[src/rtl/fp_round_pack.sv]
// Rounds an unrounded 1-3-4 floating-point word on acceptance and holds results
// in a 2-entry in-order skid buffer, counting saturated words.
module fp_round_pack #(
  parameter int SAT_CNT_W = 8
) (
  input  logic                 clk,
  input  logic                 rst,
  input  logic                 in_valid,
  output logic                 in_ready,
  input  logic                 in_sign,
  input  logic [2:0]           in_exp,
  input  logic [3:0]           in_sig,
  input  logic                 in_fifth,
  output logic                 out_valid,
  input  logic                 out_ready,
  output logic                 out_s,
  output logic [2:0]           out_e,
  output logic [3:0]           out_f,
  output logic [SAT_CNT_W-1:0] sat_count
);

  typedef enum logic [1:0] {EMPTY = 2'd0, ONE = 2'd1, FULL = 2'd2} state_t;

  // Returns {saturated, exp, sig}; a carry out of sig renormalises to 1000 and bumps exp.
  function automatic logic [7:0] f_round(input logic [2:0] e, input logic [3:0] f,
                                         input logic fifth);
    logic [7:0] res;
    if (!fifth)
      res = {1'b0, e, f};
    else if (f != 4'b1111)
      res = {1'b0, e, f + 4'd1};
    else if (e != 3'd7)
      res = {1'b0, e + 3'd1, 4'b1000};
    else
      res = {1'b1, 3'd7, 4'b1111};
    return res;
  endfunction

  state_t               r_state;
  logic [7:0]           r_hd;
  logic [7:0]           r_tl;
  logic [SAT_CNT_W-1:0] r_sat_cnt;

  logic [7:0] w_rnd;
  logic [7:0] w_word;
  logic       w_push;
  logic       w_pop;

  assign in_ready  = (r_state != FULL);
  assign out_valid = (r_state != EMPTY);
  assign w_push    = in_valid & in_ready;
  assign w_pop     = out_valid & out_ready;
  assign w_rnd     = f_round(in_exp, in_sig, in_fifth);
  assign w_word    = {in_sign, w_rnd[6:0]};

  assign out_s     = r_hd[7];
  assign out_e     = r_hd[6:4];
  assign out_f     = r_hd[3:0];
  assign sat_count = r_sat_cnt;

  always_ff @(posedge clk or posedge rst) begin
    if (rst) begin
      r_state   <= EMPTY;
      r_hd      <= 8'd0;
      r_tl      <= 8'd0;
      r_sat_cnt <= '0;
    end else begin
      case (r_state)
        EMPTY: begin
          if (w_push) begin
            r_hd    <= w_word;
            r_state <= ONE;
          end
        end
        ONE: begin
          if (w_push && w_pop) begin
            r_hd <= w_word;
          end else if (w_push) begin
            r_tl    <= w_word;
            r_state <= FULL;
          end else if (w_pop) begin
            r_state <= EMPTY;
          end
        end
        FULL: begin
          if (w_pop) begin
            r_hd    <= r_tl;
            r_state <= ONE;
          end
        end
        default: r_state <= EMPTY;
      endcase
      // Counter sticks at all-ones rather than wrapping.
      if (w_push && w_rnd[7] && (r_sat_cnt != '1))
        r_sat_cnt <= r_sat_cnt + SAT_CNT_W'(1);
    end
  end

endmodule

[config.mk]
export PLATFORM = sky130hd
export DESIGN_NAME = fp_round_pack
export DESIGN_NICKNAME = d
export VERILOG_FILES = /design/src/rtl/fp_round_pack.sv
export SDC_FILE = /design/constraint.sdc
export NUM_CORES = 1
export LEC_CHECK = 0
export BUFFER_PORTS_ARGS = -buffer_cell sky130_fd_sc_hd__buf_2
export CAP_MARGIN = 20
export CORE_MARGIN = 5
export CORE_UTILIZATION = 47
export CTS_BUF_LIST = sky130_fd_sc_hd__clkbuf_16
export CTS_CLUSTER_SIZE = 28
export DETAILED_ROUTE_END_ITERATION = 12
export PLACE_DENSITY = 0.74
export SYNTH_ARGS = -nofsm -noshare
export SYNTH_HDL_FRONTEND = slang
export SYNTH_SLANG_ARGS = --single-unit
[constraint.sdc]
create_clock -name clk -period 1.5 [get_ports clk]
set_input_delay 0.15 -clock clk [delete_from_list [all_inputs] [get_ports clk]]
set_output_delay 0.15 -clock clk [all_outputs]
set_load 0.1 [all_outputs]
==> reports/results.tsv <==
stage	metric	value	unit
yosys	netlist_area	1350	µm²
power	p_per_area	1430	nW/µm²
layout	drive_gt1_frac	0.390	
power	pwr-share-clk	0.228	
die	fp.dieW	63.6	µm
global_routing	busiest_layer	met2	
flow_run	cap_viol_max_count	0	
layout	final_nets	194	
clock_tree	cts_setup_buffers	0	
timing	drv_slew	0	
detailed_routing	wl	3270	µm
clock_tree	cts_made_buffers	3	
critical_path	r2r_slack	-0.08	ns
hold_path	hold_end	r_tl[7]	
detailed_routing	drc_errors	0	
timing	hold_viol_final	0	
die	die_area	4040	µm²
critical_path	cp-start-kind	register	
power	ir_drop	0.00142	V
layout	layout.cells.non_filler	208	
power	leakage	0.835	nW
layout	fillers	223	
critical_path	end_kind	register	
yosys	yosysUniqueCellTypes	40	
yosys	ys_ff_latch	26	
clock_tree	clk_latency	0.26	ns
critical_path	critical_path_class	reg2reg	
layout	final_common_cell	buf_2	
placed_design	gp_congestion	0.906	
hold_path	hold_path_depth	2	
critical_path	cp.required	1.64	ns
layout	num_antenna_cells	0	
placed_design	dp_hpwl	2390	µm
clock_tree	clk_path_buf_depth	2	
yosys	synth_cells	134	
global_routing	grt_pass1_vias	1305	
status	violations	setup timing	
die	die_height	63.6	µm
layout	syn_to_final_growth	34.1	%
critical_path	worstPathMaxFanout	5	
global_routing	antenna_found_initial	0	
global_routing	grt_start_max_net_pins	17	
critical_path	timing.rr.start	sat_count[0]	
power	power.internal	0.00145	W
global_routing	grt_pass1_wl	5950	µm
detailed_routing	first_pass_iters	4	
global_routing	grt_util_met2	0.311	
clock_tree	cts_root_buffer	clkbuf_16	
yosys	syn_nets	150	
detailed_routing	vias	1200	
critical_path	regToRegEndpoint	sat_count[1]	
die	start_util	0.490	
layout	multi_input_area	736	µm²
timing	skew	0.00231	ns
timing	rsz0062_at_grt	true	
timing	setup_violations	4	
clock_tree	cts_tree	yes	
global_routing	grt.total_usage	0.180	
layout	final_cell_mix	buf_2, dfrtp_1, nand2_1, buf_4	
placed_design	numPortBuffers	30	
power	combPwrFrac	0.403	
layout	ff_latch_area	666	µm²
clock_tree	clkTransAtPathRegs	0.06	ns
yosys	ys_warn_count	0	
hold_path	min_from	in_sign	
timing	tns	-0.0971	ns
status	status	finished with violations	
global_routing	gr-total-overflow	0	
yosys	synth_top_cell_by_area	dfrtp_1	
detailed_routing	wire_per_inst	15.7	µm
timing	finalCritPeriodShare	1.05	
layout	utilization	0.657	
detailed_routing	drtAntennaViolNets	0	
detailed_routing	viasPerCell	5.77	
die	core	2760	µm²
timing	max_freq	635	MHz
timing	setup_ws	-0.0758	ns
timing	worst_pin_slew	0.487	ns
clock_tree	htree_levels	1	
critical_path	rr_worst_depth	5	
critical_path	worstPathArrival	1.72	ns
power	swShare	0.438	
power	switchingPower	0.00113	W
yosys	syn_area_per_cell	10.1	µm²
yosys	seq_area_frac_synth	0.482	
yosys	synth_top_area_share	0.482	
power	seq_power_share	0.369	
die	row_count	19	
detailed_routing	drt-initial-drc-count	55	
placed_design	dp.cells	203	
clock_tree	clock-sinks	26	
die	pin_count	31	
global_routing	met3_usage	0.0195	
global_routing	grt_use_met1	0.235	
timing	period_needed	1.58	ns
hold_path	hp-class	in2reg	
timing	max_slew_margin	0.678	
yosys	yosys-top-cells-area	dfrtp_1, nand2_1, ha_1	
## power by group through the flow
| stage | Sequential, W | Clock (W) | Combinational [W] |
|---|---|---|---|
| 2_1_floorplan | 0.00146 | 0 | 0.000322 |
| 3_3_place_gp | 0.000956 | 0 | 0.00103 |
| 3_5_place_dp | 0.000964 | 0 | 0.00104 |
| 4_1_cts | 0.000952 | 0.000592 | 0.00105 |
| 5_1_grt | 0.000977 | 0.000619 | 0.00110 |
| 6_report | 0.000953 | 0.000589 | 0.00104 |
## how the worst max path moves through the flow
stage                   end          from  slack, ns  cells after the start
4_1_cts        sat_count[1]  sat_count[0]      -0.06                      5
3_3_place_gp   sat_count[5]     in_sig[0]      -0.07                      6
3_5_place_dp   sat_count[5]     in_sig[0]      -0.12                      6
2_1_floorplan  sat_count[1]  sat_count[1]      -0.25                      5
6_report       sat_count[1]  sat_count[0]      -0.08                      5
5_1_grt        sat_count[1]  sat_count[0]      -0.10                      5
## sequential cells by signal, indices dropped and copies added (netlist names)
signal     flops
r_hd           8
r_state        2
sat_count      8
r_tl           8
## final cells by class
class / count / share of cell area
clock buffer: 3 / 0.0415
sequential: 26 / 0.368
clock inverter: 1 / 0.00207
multi-input combinational: 100 / 0.406
timing repair buffer: 44 / 0.151
tap: 31 / 0.0214
inverter: 3 / 0.0104
## synthesized netlist by cell type
| cell type | n |
|---|---|
| o21a_1 | 4 |
| clkbuf_1 | 3 |
| buf_4 | 1 |
| o31ai_1 | 3 |
| mux2_2 | 2 |
| o2bb2ai_1 | 2 |
| nand4_4 | 1 |
| and4_1 | 2 |
| a41oi_1 | 1 |
| nand3_1 | 2 |
| dfrtp_1 | 26 |
| xor2_1 | 4 |
| nand2_1 | 17 |
| buf_2 | 1 |
| a21oi_1 | 7 |
| o22ai_1 | 1 |
| and3_1 | 5 |
| o21ai_0 | 7 |
| a21o_1 | 2 |
| and2_1 | 1 |
| a41o_1 | 1 |
| nor3b_1 | 1 |
| nand4_1 | 2 |
| o311ai_0 | 1 |
| mux2_1 | 2 |
| or2_2 | 1 |
| inv_2 | 1 |
| nor2_1 | 6 |
| nand3b_1 | 1 |
| nor2b_1 | 2 |
| nor3_1 | 1 |
| nand2b_1 | 3 |
| a211oi_1 | 2 |
| a31oi_1 | 3 |
| ha_1 | 3 |
| inv_1 | 2 |
| mux2i_1 | 3 |
| a2bb2oi_1 | 1 |
| o211ai_1 | 4 |
| nor4_1 | 2 |
## stage by stage
step	instance area [µm²]	worst slack [ns]	power, W	hold WS, ns
final	1810	-0.0758	0.00258	0.142
after global routing	1810	-0.104	0.00269	0.157
after CTS	1790	-0.0590	0.00259	0.144
after detailed placement	1690	-0.123	0.00201	0.159
after global placement	1690	-0.0710	0.00198	0.157
after floorplan	1410	-0.250	0.00179	0.190
## worst max-delay path: stages (launching register included)
cell and delay, ns:
dfrtp_4 0.49, ha_4 0.17, and3_4 0.17, and3_4 0.21
nor2_4 0.11, mux2_4 0.31
## metal layers
| metal | vias to the layer above | part of all wire |
|---|---|---|
| li1 | 582 | - |
| met5 | - | 0 |
| met3 | 2 | 0.048 |
| met2 | 29 | 0.51 |
| met1 | 587 | 0.44 |
| met4 | 0 | 0.0083 |
## kinds of logic (layout without fill, tap and decap cells)
group                    Yosys count  after routing  synth area share
adder cells (fa/ha/maj)            3              3            0.0278
AO/OA/AOI/OAI                     39             39             0.194
buffers and inverters              8             51            0.0259
XOR/XNOR                           4              4            0.0259
AND/OR/NAND/NOR                   47             47             0.189
flip-flops                        26             26             0.482
multiplexers                       7              7            0.0556
## what timing repair did
item                                   CTS  global route
setup endpoints to repair                6             8
resized for setup                        2             3
endpoints found under the hold margin   10             0
hold buffers                             1             0
pin swaps                                4             3
Power figures use the tool's default switching activity.
